**src/rtl/bcd_to_bin_seq_if.sv**
```systemverilog
`default_nettype none
// ============================================================================
// Module      : bcd_to_bin_seq_if
// Description : Request/result bundle for the sequential BCD-to-binary
//               converter.
//               master : drives start, bcd_in; observes bin_out, busy, done, err
//               slave  : the converter side of the same signals
// Revision    : 1.0 - initial release
// ============================================================================
interface bcd_to_bin_seq_if #(
    parameter int DIGITS = 4,
    parameter int BIN_W  = 14
);
    logic                  start;
    logic [4*DIGITS-1:0]   bcd_in;
    logic [BIN_W-1:0]      bin_out;
    logic                  busy;
    logic                  done;
    logic                  err;

    modport master (
        output start,
        output bcd_in,
        input  bin_out,
        input  busy,
        input  done,
        input  err
    );

    modport slave (
        input  start,
        input  bcd_in,
        output bin_out,
        output busy,
        output done,
        output err
    );
endinterface
`default_nettype wire

```
**src/rtl/bcd_to_bin_seq.sv**
```systemverilog
`default_nettype none
// ============================================================================
// Module      : bcd_to_bin_seq
// Description : Sequential packed-BCD to binary converter using reverse
//               double dabble, one bit per clock, BIN_W steps per conversion.
//               A request whose digits are not all 0..9 is rejected at once
//               with err and a single done pulse.
// Ports       : clk     - clock, all state changes on the rising edge
//               reset_p - synchronous active-high reset
//               bus     - slave side of bcd_to_bin_seq_if
//                         (start, bcd_in in; bin_out, busy, done, err out)
// Revision    : 1.0 - initial release
// ============================================================================
module bcd_to_bin_seq #(
    parameter int DIGITS = 4,
    parameter int BIN_W  = 14
) (
    input  wire                    clk,
    input  wire                    reset_p,
    bcd_to_bin_seq_if.slave        bus
);
    localparam int c_BCD_W = 4 * DIGITS;
    localparam int c_TOT_W = c_BCD_W + BIN_W;
    localparam int c_CNT_W = $clog2(BIN_W + 1);
    localparam logic [c_CNT_W-1:0] c_LAST = c_CNT_W'(BIN_W - 1);

    localparam logic [0:0] S_IDLE  = 1'b0;
    localparam logic [0:0] S_SHIFT = 1'b1;

    logic [0:0]          r_state,   w_state_nxt;
    logic [c_BCD_W-1:0]  r_bcd,     w_bcd_nxt;
    logic [BIN_W-1:0]    r_bin,     w_bin_nxt;
    logic [c_CNT_W-1:0]  r_cnt,     w_cnt_nxt;
    logic [BIN_W-1:0]    r_bin_out, w_bin_out_nxt;
    logic                r_busy,    w_busy_nxt;
    logic                r_done,    w_done_nxt;
    logic                r_err,     w_err_nxt;

    logic [DIGITS-1:0]   w_digit_bad;
    logic [c_TOT_W-1:0]  w_shift;
    logic [c_BCD_W-1:0]  w_bcd_sh;
    logic [BIN_W-1:0]    w_bin_sh;
    logic [c_BCD_W-1:0]  w_bcd_fix;

    // One step: the LSB of the BCD register moves into the top of the binary
    // register, then each digit that now reads 8..15 is brought back into
    // range by subtracting 3 (undoing the halving carry of 10 -> 5 vs 8).
    assign w_shift  = {r_bcd, r_bin} >> 1;
    assign w_bcd_sh = w_shift[c_TOT_W-1 -: c_BCD_W];
    assign w_bin_sh = w_shift[BIN_W-1:0];

    for (genvar i = 0; i < DIGITS; i++) begin : g_digit
        assign w_digit_bad[i]     = (bus.bcd_in[4*i +: 4] > 4'd9);
        assign w_bcd_fix[4*i +: 4] = w_bcd_sh[4*i + 3] ? (w_bcd_sh[4*i +: 4] - 4'd3)
                                                       :  w_bcd_sh[4*i +: 4];
    end

    always_comb begin
        w_state_nxt   = r_state;
        w_bcd_nxt     = r_bcd;
        w_bin_nxt     = r_bin;
        w_cnt_nxt     = r_cnt;
        w_bin_out_nxt = r_bin_out;
        w_busy_nxt    = r_busy;
        w_done_nxt    = 1'b0;
        w_err_nxt     = r_err;
        case (r_state)
            S_IDLE: begin
                if (bus.start) begin
                    if (|w_digit_bad) begin
                        w_err_nxt  = 1'b1;
                        w_done_nxt = 1'b1;
                    end else begin
                        w_err_nxt   = 1'b0;
                        w_bcd_nxt   = bus.bcd_in;
                        w_bin_nxt   = '0;
                        w_cnt_nxt   = '0;
                        w_busy_nxt  = 1'b1;
                        w_state_nxt = S_SHIFT;
                    end
                end
            end
            S_SHIFT: begin
                w_bcd_nxt = w_bcd_fix;
                w_bin_nxt = w_bin_sh;
                w_cnt_nxt = r_cnt + c_CNT_W'(1);
                if (r_cnt == c_LAST) begin
                    w_bin_out_nxt = w_bin_sh;
                    w_done_nxt    = 1'b1;
                    w_busy_nxt    = 1'b0;
                    w_state_nxt   = S_IDLE;
                end
            end
            default: w_state_nxt = S_IDLE;
        endcase
    end

    always_ff @(posedge clk) begin
        if (reset_p) begin
            r_state   <= S_IDLE;
            r_bcd     <= '0;
            r_bin     <= '0;
            r_cnt     <= '0;
            r_bin_out <= '0;
            r_busy    <= 1'b0;
            r_done    <= 1'b0;
            r_err     <= 1'b0;
        end else begin
            r_state   <= w_state_nxt;
            r_bcd     <= w_bcd_nxt;
            r_bin     <= w_bin_nxt;
            r_cnt     <= w_cnt_nxt;
            r_bin_out <= w_bin_out_nxt;
            r_busy    <= w_busy_nxt;
            r_done    <= w_done_nxt;
            r_err     <= w_err_nxt;
        end
    end

    assign bus.bin_out = r_bin_out;
    assign bus.busy    = r_busy;
    assign bus.done    = r_done;
    assign bus.err     = r_err;
endmodule
`default_nettype wire

```
**src/flat_wrapper.sv**
```systemverilog
// flat-port wrapper written by rule: the top's interface ports become plain ports
module bcd_to_bin_seq_flat 
#(
    parameter int DIGITS = 4,
    parameter int BIN_W  = 14
)
  (clk, reset_p, bus_start, bus_bcd_in, bus_bin_out, bus_busy, bus_done, bus_err);
  bcd_to_bin_seq_if #(.DIGITS(DIGITS), .BIN_W(BIN_W)) bus_i ();
  input  wire clk;
  input  wire reset_p;
  input wire logic [$bits(bus_i.start)-1:0] bus_start;
  input wire logic [$bits(bus_i.bcd_in)-1:0] bus_bcd_in;
  output wire logic [$bits(bus_i.bin_out)-1:0] bus_bin_out;
  output wire logic [$bits(bus_i.busy)-1:0] bus_busy;
  output wire logic [$bits(bus_i.done)-1:0] bus_done;
  output wire logic [$bits(bus_i.err)-1:0] bus_err;
  assign bus_i.start = bus_start;
  assign bus_i.bcd_in = bus_bcd_in;
  assign bus_bin_out = bus_i.bin_out;
  assign bus_busy = bus_i.busy;
  assign bus_done = bus_i.done;
  assign bus_err = bus_i.err;
  bcd_to_bin_seq #(.DIGITS(DIGITS), .BIN_W(BIN_W)) u_core (.clk(clk), .reset_p(reset_p), .bus(bus_i));
endmodule
```
**config.mk**
```make
export PLATFORM = sky130hd
export DESIGN_NAME = bcd_to_bin_seq_flat
export DESIGN_NICKNAME = d
export VERILOG_FILES = /design/src/rtl/bcd_to_bin_seq_if.sv /design/src/rtl/bcd_to_bin_seq.sv /design/src/flat_wrapper.sv
export SDC_FILE = /design/constraint.sdc
export NUM_CORES = 1
export LEC_CHECK = 0
export BUFFER_PORTS_ARGS = -buffer_cell sky130_fd_sc_hd__buf_2
export CORE_MARGIN = 3
export CORE_UTILIZATION = 45
export CTS_CLUSTER_DIAMETER = 200
export DETAILED_ROUTE_END_ITERATION = 16
export GPL_TIMING_DRIVEN = 0
export PLACE_DENSITY = 0.66
export SLEW_MARGIN = 5
export SYNTH_ARGS = -nofsm -noshare
export SYNTH_HDL_FRONTEND = slang
export SYNTH_SLANG_ARGS = --single-unit
export TNS_END_PERCENT = 1
```
**constraint.sdc**
```tcl
create_clock -name clk -period 1.8 [get_ports clk]
set_input_delay 0.18 -clock clk [delete_from_list [all_inputs] [get_ports clk]]
set_output_delay 0.18 -clock clk [all_outputs]
set_load 0.02 [all_outputs]
```
Yosys cells after proc, flatten, opt, wreduce, memory -nomap -nowiden
Index checks and enable logic that the tools add are counted.
{"block": "word_totals", "register_bits": 52, "inputBits": 19, "output_inout_bits": 17, "elab_cells": 50}
{"block": "classes", "n_addsub": 4, "n_lt_le_gt_ge": 4, "eq_ne": 4, "muxes": 24, "bitwise": 1, "n_reduce_logical": 5}
{"cell": "$mux W16", "n": 2}
{"cell": "$pmux W16 S2", "n": 1}
{"cell": "$mux W14", "n": 2}
{"cell": "$pmux W14 S2", "n": 1}
{"cell": "$mux W4", "n": 5}
{"cell": "$gt A4 B4 Y1 const B", "n": 4}
{"cell": "$sub A4 B2 Y4 const B", "n": 3}
{"cell": "$mux W1", "n": 9}
{"cell": "$pmux W4 S2", "n": 1}
{"cell": "$ne A2 B2 Y1 const B", "n": 3}
{"cell": "$pmux W1 S2", "n": 3}
{"cell": "$reduce_and A2 Y1", "n": 3}
{"cell": "$add A4 B1 Y4 const B", "n": 1}
{"cell": "$eq A4 B4 Y1 const B", "n": 1}
{"cell": "$reduce_or A4 Y1", "n": 1}
{"cell": "$reduce_and A3 Y1", "n": 1}
{"cell": "$not A1 Y1", "n": 1}

Logic depth before layout (Yosys ltp)
{"block": "depth", "word_depth": 5, "depth_mapped": 7, "mapped_depth_nobuf": 5}

Worst setup path after synthesis
OpenSTA, ideal clock, no wires.
{"block": "synth_path", "path_kind": "register to register", "start": "reg u_core.r_cnt[1]", "end": "reg u_core.r_done, in the netlist u_core.bus.done", "setup_time_ns": 0.128, "arrival_ns": 1.208, "required_time_ns": 1.672, "slack_ns": 0.464, "path_stages_with_launch": 8, "n_path_buf": 2, "synth_period_minus_slack_ns": 1.336, "cell_sequence": "dfxtp_1 inv_1 ha_1 and4_1 buf_2 buf_2 a21oi_1 nor2_1"}
{"block": "synth_between", "elab_chain_len": 3}
{"item": "start: declaration", "line": "bcd_to_bin_seq.sv:33", "text": "logic [c_CNT_W-1:0] r_cnt, w_cnt_nxt;"}
{"item": "start signal: assignment", "line": "bcd_to_bin_seq.sv:112", "text": "r_cnt <= w_cnt_nxt;"}
{"item": "$eq A4 B4 Y1", "line": "bcd_to_bin_seq.sv:87", "text": "if (r_cnt == c_LAST) begin"}
{"item": "$mux W1", "line": "bcd_to_bin_seq.sv:87"}
{"item": "$pmux W1 S2", "line": "bcd_to_bin_seq.sv:67", "text": "case (r_state)"}
{"item": "end signal: assignment", "line": "bcd_to_bin_seq.sv:115", "text": "r_done <= w_done_nxt;"}
{"item": "end: declaration", "line": "bcd_to_bin_seq.sv:36", "text": "logic r_done, w_done_nxt;"}
No other way between the ends.
A chain may end at the register's enable or synchronous reset.

Worst setup path after layout
{"block": "layout_path", "start": "reg u_core.r_state", "end": "reg u_core.r_busy, in the netlist u_core.bus.busy"}
{"block": "layout_between", "elab_chain_len": 3, "word_cells_on_any_way": 6, "classes_between": "eq/ne: 3; mux: 1; bitwise: 1; reduce/logical: 1"}
{"item": "start: declaration", "line": "bcd_to_bin_seq.sv:30", "text": "logic [0:0] r_state, w_state_nxt;"}
{"item": "start signal: assignment", "line": "bcd_to_bin_seq.sv:109", "text": "r_state <= w_state_nxt;"}
{"item": "$not A1 Y1 (no line)"}
{"item": "$ne A2 B2 Y1 (no line)"}
{"item": "$reduce_and A3 Y1 (no line)"}
{"item": "end signal: assignment", "line": "bcd_to_bin_seq.sv:114", "text": "r_busy <= w_busy_nxt;"}
{"item": "end: declaration", "line": "bcd_to_bin_seq.sv:35", "text": "logic r_busy, w_busy_nxt;"}
Several ways; a longest one is shown, not always the timed one.

==> report_table.html <==
<table>
<tr><th>Metric</th><th>Value</th></tr>
<tr><th colspan="2">Setup path</th></tr>
<tr><td>Ordered cell list for the critical path</td><td>buf_4 -&gt; nand4_2 -&gt; buf_2 -&gt; a22oi_1 -&gt; nor2_1</td></tr>
<tr><td>Critical path class</td><td>reg -&gt; reg</td></tr>
<tr><td>Critical Path Source Type</td><td>flip-flop</td></tr>
<tr><td>Arrival time of the worst setup path</td><td>1690 ps</td></tr>
<tr><td>CP max-delay cell</td><td>sky130_fd_sc_hd__dfxtp_1</td></tr>
<tr><td>Capturing element type of the critical path</td><td>flip-flop</td></tr>
<tr><td>Top Family by Delay on Critical Path</td><td>flip-flops</td></tr>
<tr><td>Crit path launch</td><td>u_core.r_state</td></tr>
<tr><td>Reg2reg setup slack</td><td>290 ps</td></tr>
<tr><td>Instance count on the critical path</td><td>5</td></tr>
<tr><td>Data required time of the critical path</td><td>1980 ps</td></tr>
<tr><td>Number of cell instances on the worst register-to-register path</td><td>5</td></tr>
<tr><td>R2R Path Start</td><td>u_core.r_state</td></tr>
<tr><td>Biggest cell delay along the critical path</td><td>490 ps</td></tr>
<tr><td>Maximum net fanout on the critical path</td><td>10</td></tr>
<tr><td>Endpoint of the most critical register-to-register path</td><td>u_core.bus.busy</td></tr>
<tr><td>Timing endpoint of the critical path</td><td>u_core.bus.busy</td></tr>
<tr><td>Critical path buffers and inverters</td><td>2</td></tr>
<tr><th colspan="2">Clock tree</th></tr>
<tr><td>Number of CTS-inserted buffers</td><td>5</td></tr>
<tr><td>Maximum level of the CTS H-tree</td><td>2</td></tr>
<tr><td># Post-CTS Setup Buffers</td><td>0</td></tr>
<tr><td>Master cell of the clock root buffer</td><td>sky130_fd_sc_hd__clkbuf_8</td></tr>
<tr><td>Clock Sink Count</td><td>51</td></tr>
<tr><td>Clock slew at reported path FFs</td><td>90 ps</td></tr>
<tr><td>Maximum buffer depth of the clock tree</td><td>2</td></tr>
<tr><td>Clock tree from TritonCTS</td><td>done</td></tr>
<tr><td># resized after CTS</td><td>0</td></tr>
<tr><td>Cts-stage hold buffer count</td><td>0</td></tr>
<tr><td>Source-to-sink clock delay at the later pin of the worst-skew pair</td><td>300 ps</td></tr>
<tr><th colspan="2">Timing</th></tr>
<tr><td>Setup total negative slack</td><td>0 ps</td></tr>
<tr><td>Post-Route Hold Slack</td><td>172 ps</td></tr>
<tr><td>Share of the clock period used by the worst path after layout</td><td>83.7%</td></tr>
<tr><td>Post-layout min period</td><td>1510 ps</td></tr>
<tr><td>Slew of the pin with the lowest slew margin</td><td>536 ps</td></tr>
<tr><td>Worst slew margin</td><td>64.3%</td></tr>
<tr><td>Post-route worst setup slack</td><td>293 ps</td></tr>
<tr><td>Max-slew violation count</td><td>0</td></tr>
<tr><td>Setup violation total in the final timing report</td><td>0</td></tr>
<tr><td>Setup repair after global routing missed its margin</td><td>no</td></tr>
<tr><td>Worst clock skew</td><td>3.78 ps</td></tr>
<tr><td>Hold Violations, Final</td><td>0</td></tr>
<tr><td>Max Freq</td><td>664 MHz</td></tr>
<tr><th colspan="2">Die</th></tr>
<tr><td>Placement Rows</td><td>25</td></tr>
<tr><td>Height of the die</td><td>76.7 um</td></tr>
<tr><td>Width of the chip</td><td>76.7 um</td></tr>
<tr><td>Standard cell core area</td><td>4790 sq um</td></tr>
<tr><td>Total die area</td><td>5880 sq um</td></tr>
<tr><td>Initial cell density of the core</td><td>47.0%</td></tr>
<tr><td>Number of I/O pins</td><td>36</td></tr>
<tr><th colspan="2">Global routing</th></tr>
<tr><td>Overflow after GRT</td><td>0</td></tr>
<tr><td>Initial antenna violation count</td><td>0</td></tr>
<tr><td>Total routing usage reported by global routing</td><td>18.7%</td></tr>
<tr><td>Wire length of the first global-routing pass</td><td>8980 um</td></tr>
<tr><td>Number of global-route vias before repair</td><td>1,827</td></tr>
<tr><td>Largest net degree at the start of global routing</td><td>16</td></tr>
<tr><th colspan="2">Pwr</th></tr>
<tr><td>Power spent charging and discharging nets</td><td>0.000514 W</td></tr>
<tr><td>Logic pwr share</td><td>10.1%</td></tr>
<tr><td>Reported leakage power</td><td>1.03 nW</td></tr>
<tr><td>Peak supply drop</td><td>0.575 mV</td></tr>
<tr><td>Share of total power consumed by net switching</td><td>25.6%</td></tr>
<tr><td>Cell Pwr Density</td><td>775 nW/um^2</td></tr>
<tr><td>Register share of total power</td><td>58.2%</td></tr>
<tr><td>Int Power</td><td>0.00149 W</td></tr>
<tr><td>Part of the total power dissipated in the clock network</td><td>31.7%</td></tr>
<tr><th colspan="2">Yosys</th></tr>
<tr><td>Adder-cell share of the synthesized area</td><td>2.78%</td></tr>
<tr><td>Xor/xnor share of the synthesized area</td><td>2.34%</td></tr>
<tr><td>Cell area after synthesis</td><td>2250 sq um</td></tr>
<tr><td>Synth unique cells</td><td>36</td></tr>
<tr><td>Simple-Gate Fraction of Synth Area</td><td>17.0%</td></tr>
<tr><td>Proportion of synthesized chip area in sequential cells</td><td>45.4%</td></tr>
<tr><td>Yosys warning total</td><td>0</td></tr>
<tr><td>Complex-gate fraction of the synthesized area</td><td>25.2%</td></tr>
<tr><td>Multiplexer share of the synthesized area</td><td>2.00%</td></tr>
<tr><td>#FFs+latches synth</td><td>51</td></tr>
<tr><td>Post-synthesis net count</td><td>268</td></tr>
<tr><td>Combinational family with the most area after synthesis</td><td>compound AO/OA/AOI/OAI gates</td></tr>
<tr><td>Mapped Avg Cell Area</td><td>9.21 sq um</td></tr>
<tr><td>Gate count of the mapped netlist</td><td>244</td></tr>
<tr><th colspan="2">Detailed routing</th></tr>
<tr><td>1st-iter DRT viols</td><td>110</td></tr>
<tr><td>Drt pass-1 iters</td><td>4</td></tr>
<tr><td>Via total after detailed routing</td><td>1,919</td></tr>
<tr><td>DR vias/cell</td><td>5.44</td></tr>
<tr><td>Post-detailed-route wirelength per cell</td><td>14.7 um</td></tr>
<tr><td>DRC viols</td><td>0</td></tr>
<tr><td>Post-DRT Antenna Nets</td><td>0</td></tr>
<tr><td>Total detailed-routing wirelength</td><td>5190 um</td></tr>
<tr><th colspan="2">Placement</th></tr>
<tr><td>Worst setup slack before clock tree synthesis</td><td>95.2 ps</td></tr>
<tr><td>Routability congestion estimate from global placement</td><td>0.808</td></tr>
<tr><td>Buffers on Ports</td><td>35</td></tr>
<tr><td>Final HPWL from detailed placement</td><td>3670 um</td></tr>
<tr><th colspan="2">Finish</th></tr>
<tr><td>Diode count</td><td>0</td></tr>
<tr><td>Most common library cell in the layout ignoring fill and taps</td><td>sky130_fd_sc_hd__dfxtp_1</td></tr>
<tr><td>Relative area change from synthesis to final layout</td><td>15.2%</td></tr>
<tr><td>Commonest non-fill, non-tap cells in the layout</td><td>sky130_fd_sc_hd__dfxtp_1, sky130_fd_sc_hd__buf_2, sky130_fd_sc_hd__a21oi_1</td></tr>
<tr><td>Share of layout cells above drive strength 1</td><td>22.0%</td></tr>
<tr><td>Post-layout nets</td><td>310</td></tr>
<tr><th colspan="2">Run status</th></tr>
<tr><td>Run status</td><td>complete, no violations</td></tr>
<tr><th colspan="2">Worst hold path</th></tr>
<tr><td>Min-delay worst type</td><td>in -&gt; reg</td></tr>
<tr><th colspan="2">Flow run</th></tr>
<tr><td>Max-cap violations</td><td>0</td></tr>
</table>
-- registers in the layout (all words and copies together), names as in the netlist --
signal and count:
u_core.r_bcd 16, u_core.bus.bin_out 14, u_core.r_bin 13, u_core.r_cnt 4
u_core.bus.busy 1, u_core.bus.done 1, u_core.bus.err 1, u_core.r_state 1
-- worst min-delay path by stage --
stage | startpoint | cells past startpoint | slack (ps) | to
global placement | u_core.bus.bin_out[1] | 2 | 440 | u_core.bus.bin_out[1]
finish | bus_bcd_in[15] | 3 | 170 | u_core.r_bcd[15]
global route | bus_bcd_in[15] | 3 | 170 | u_core.r_bcd[15]
detailed placement | u_core.bus.bin_out[3] | 2 | 440 | u_core.bus.bin_out[3]
CTS | bus_bcd_in[15] | 3 | 160 | u_core.r_bcd[15]
floorplan | bus_bcd_in[15] | 2 | 350 | u_core.r_bcd[15]
-- layout make-up --
class / count / area, sq um
Buffer: 18 / 108
Sequential cell: 51 / 1020
Clock buffer: 5 / 68.8
Tap cell: 67 / 83.8
Fill cell: 476 / 2200
Clock inverter: 2 / 13.8
Multi-Input combinational cell: 172 / 1110
Timing Repair Buffer: 35 / 175
Inverter: 3 / 11.3
-- through the flow --
step	utilization (%)	cells	area, sq um	power (W)
floorplan	-	244	2250	0.00132
global placement	52.4	346	2510	0.00139
detailed placement	52.4	346	2510	0.00139
CTS	54.1	353	2590	0.00202
global route	54.1	353	2590	0.00209
finish	54.1	353	2590	0.00201
-- power by group through the flow --
stage	clock, W	combinational [W]	sequential [W]
6_report	0.000637	0.000202	0.00117
2_1_floorplan	0	0.000124	0.00119
4_1_cts	0.000657	0.000201	0.00117
5_1_grt	0.000700	0.000221	0.00117
3_3_place_gp	0	0.000198	0.00119
3_5_place_dp	0	0.000199	0.00119
-- cell usage after synthesis --
cell type | count | area (sq um)
sky130_fd_sc_hd__a41oi_1 | 3 | 26.3
sky130_fd_sc_hd__mux2_2 | 4 | 45.0
sky130_fd_sc_hd__nand3_1 | 7 | 35.0
sky130_fd_sc_hd__xor2_1 | 3 | 26.3
sky130_fd_sc_hd__buf_6 | 2 | 22.5
sky130_fd_sc_hd__and4_4 | 1 | 11.3
sky130_fd_sc_hd__nor2_1 | 4 | 15.0
sky130_fd_sc_hd__nand4_1 | 2 | 12.5
sky130_fd_sc_hd__o21ai_1 | 4 | 20.0
sky130_fd_sc_hd__buf_4 | 5 | 37.5
sky130_fd_sc_hd__a211oi_1 | 1 | 7.51
sky130_fd_sc_hd__buf_2 | 5 | 25.0
sky130_fd_sc_hd__nor2_4 | 1 | 11.3
sky130_fd_sc_hd__a21oi_1 | 30 | 150
sky130_fd_sc_hd__and4_1 | 1 | 8.76
sky130_fd_sc_hd__nor3_1 | 1 | 5.00
sky130_fd_sc_hd__nor2b_1 | 12 | 75.1
sky130_fd_sc_hd__inv_1 | 3 | 11.3
sky130_fd_sc_hd__or2_0 | 2 | 12.5
sky130_fd_sc_hd__nand4_2 | 1 | 12.5
sky130_fd_sc_hd__dfxtp_1 | 51 | 1020
sky130_fd_sc_hd__xnor2_1 | 3 | 26.3
sky130_fd_sc_hd__ha_1 | 5 | 62.6
sky130_fd_sc_hd__a22o_1 | 14 | 123
sky130_fd_sc_hd__nand3b_1 | 3 | 22.5
sky130_fd_sc_hd__and2b_1 | 1 | 7.51
sky130_fd_sc_hd__a22oi_1 | 1 | 7.51
sky130_fd_sc_hd__o211ai_1 | 2 | 15.0
sky130_fd_sc_hd__nand2b_1 | 4 | 25.0
sky130_fd_sc_hd__a211oi_2 | 1 | 12.5
sky130_fd_sc_hd__a211oi_4 | 1 | 20.0
sky130_fd_sc_hd__o21ai_0 | 16 | 80.1
sky130_fd_sc_hd__clkbuf_1 | 6 | 22.5
sky130_fd_sc_hd__a32oi_1 | 12 | 105
sky130_fd_sc_hd__and2_1 | 3 | 18.8
sky130_fd_sc_hd__nand2_1 | 29 | 109
-- cell families (layout without fill, tap and decap cells) --
group,after synthesis,count (layout)
compound gates,85,85
xor+xnor,6,6
fa+ha+maj,5,5
buf+inv,21,63
flops,51,51
mux,4,4
simple gates,72,72
-- worst min-delay path: stages --
cell and delay, ps:
sky130_fd_sc_hd__buf_2 110, sky130_fd_sc_hd__nand3_1 70, sky130_fd_sc_hd__a211oi_2 60
-- per-layer routing --
| metal | global-route usage, % | wire, um |
|---|---|---|
| met1 | 25.9 | 2450 |
| met3 | 3.64 | 308 |
| met2 | 29.8 | 2380 |
| met4 | 5.25 | 50 |
| met5 | 0 | 0 |
(Power assumes the default switching activity.)
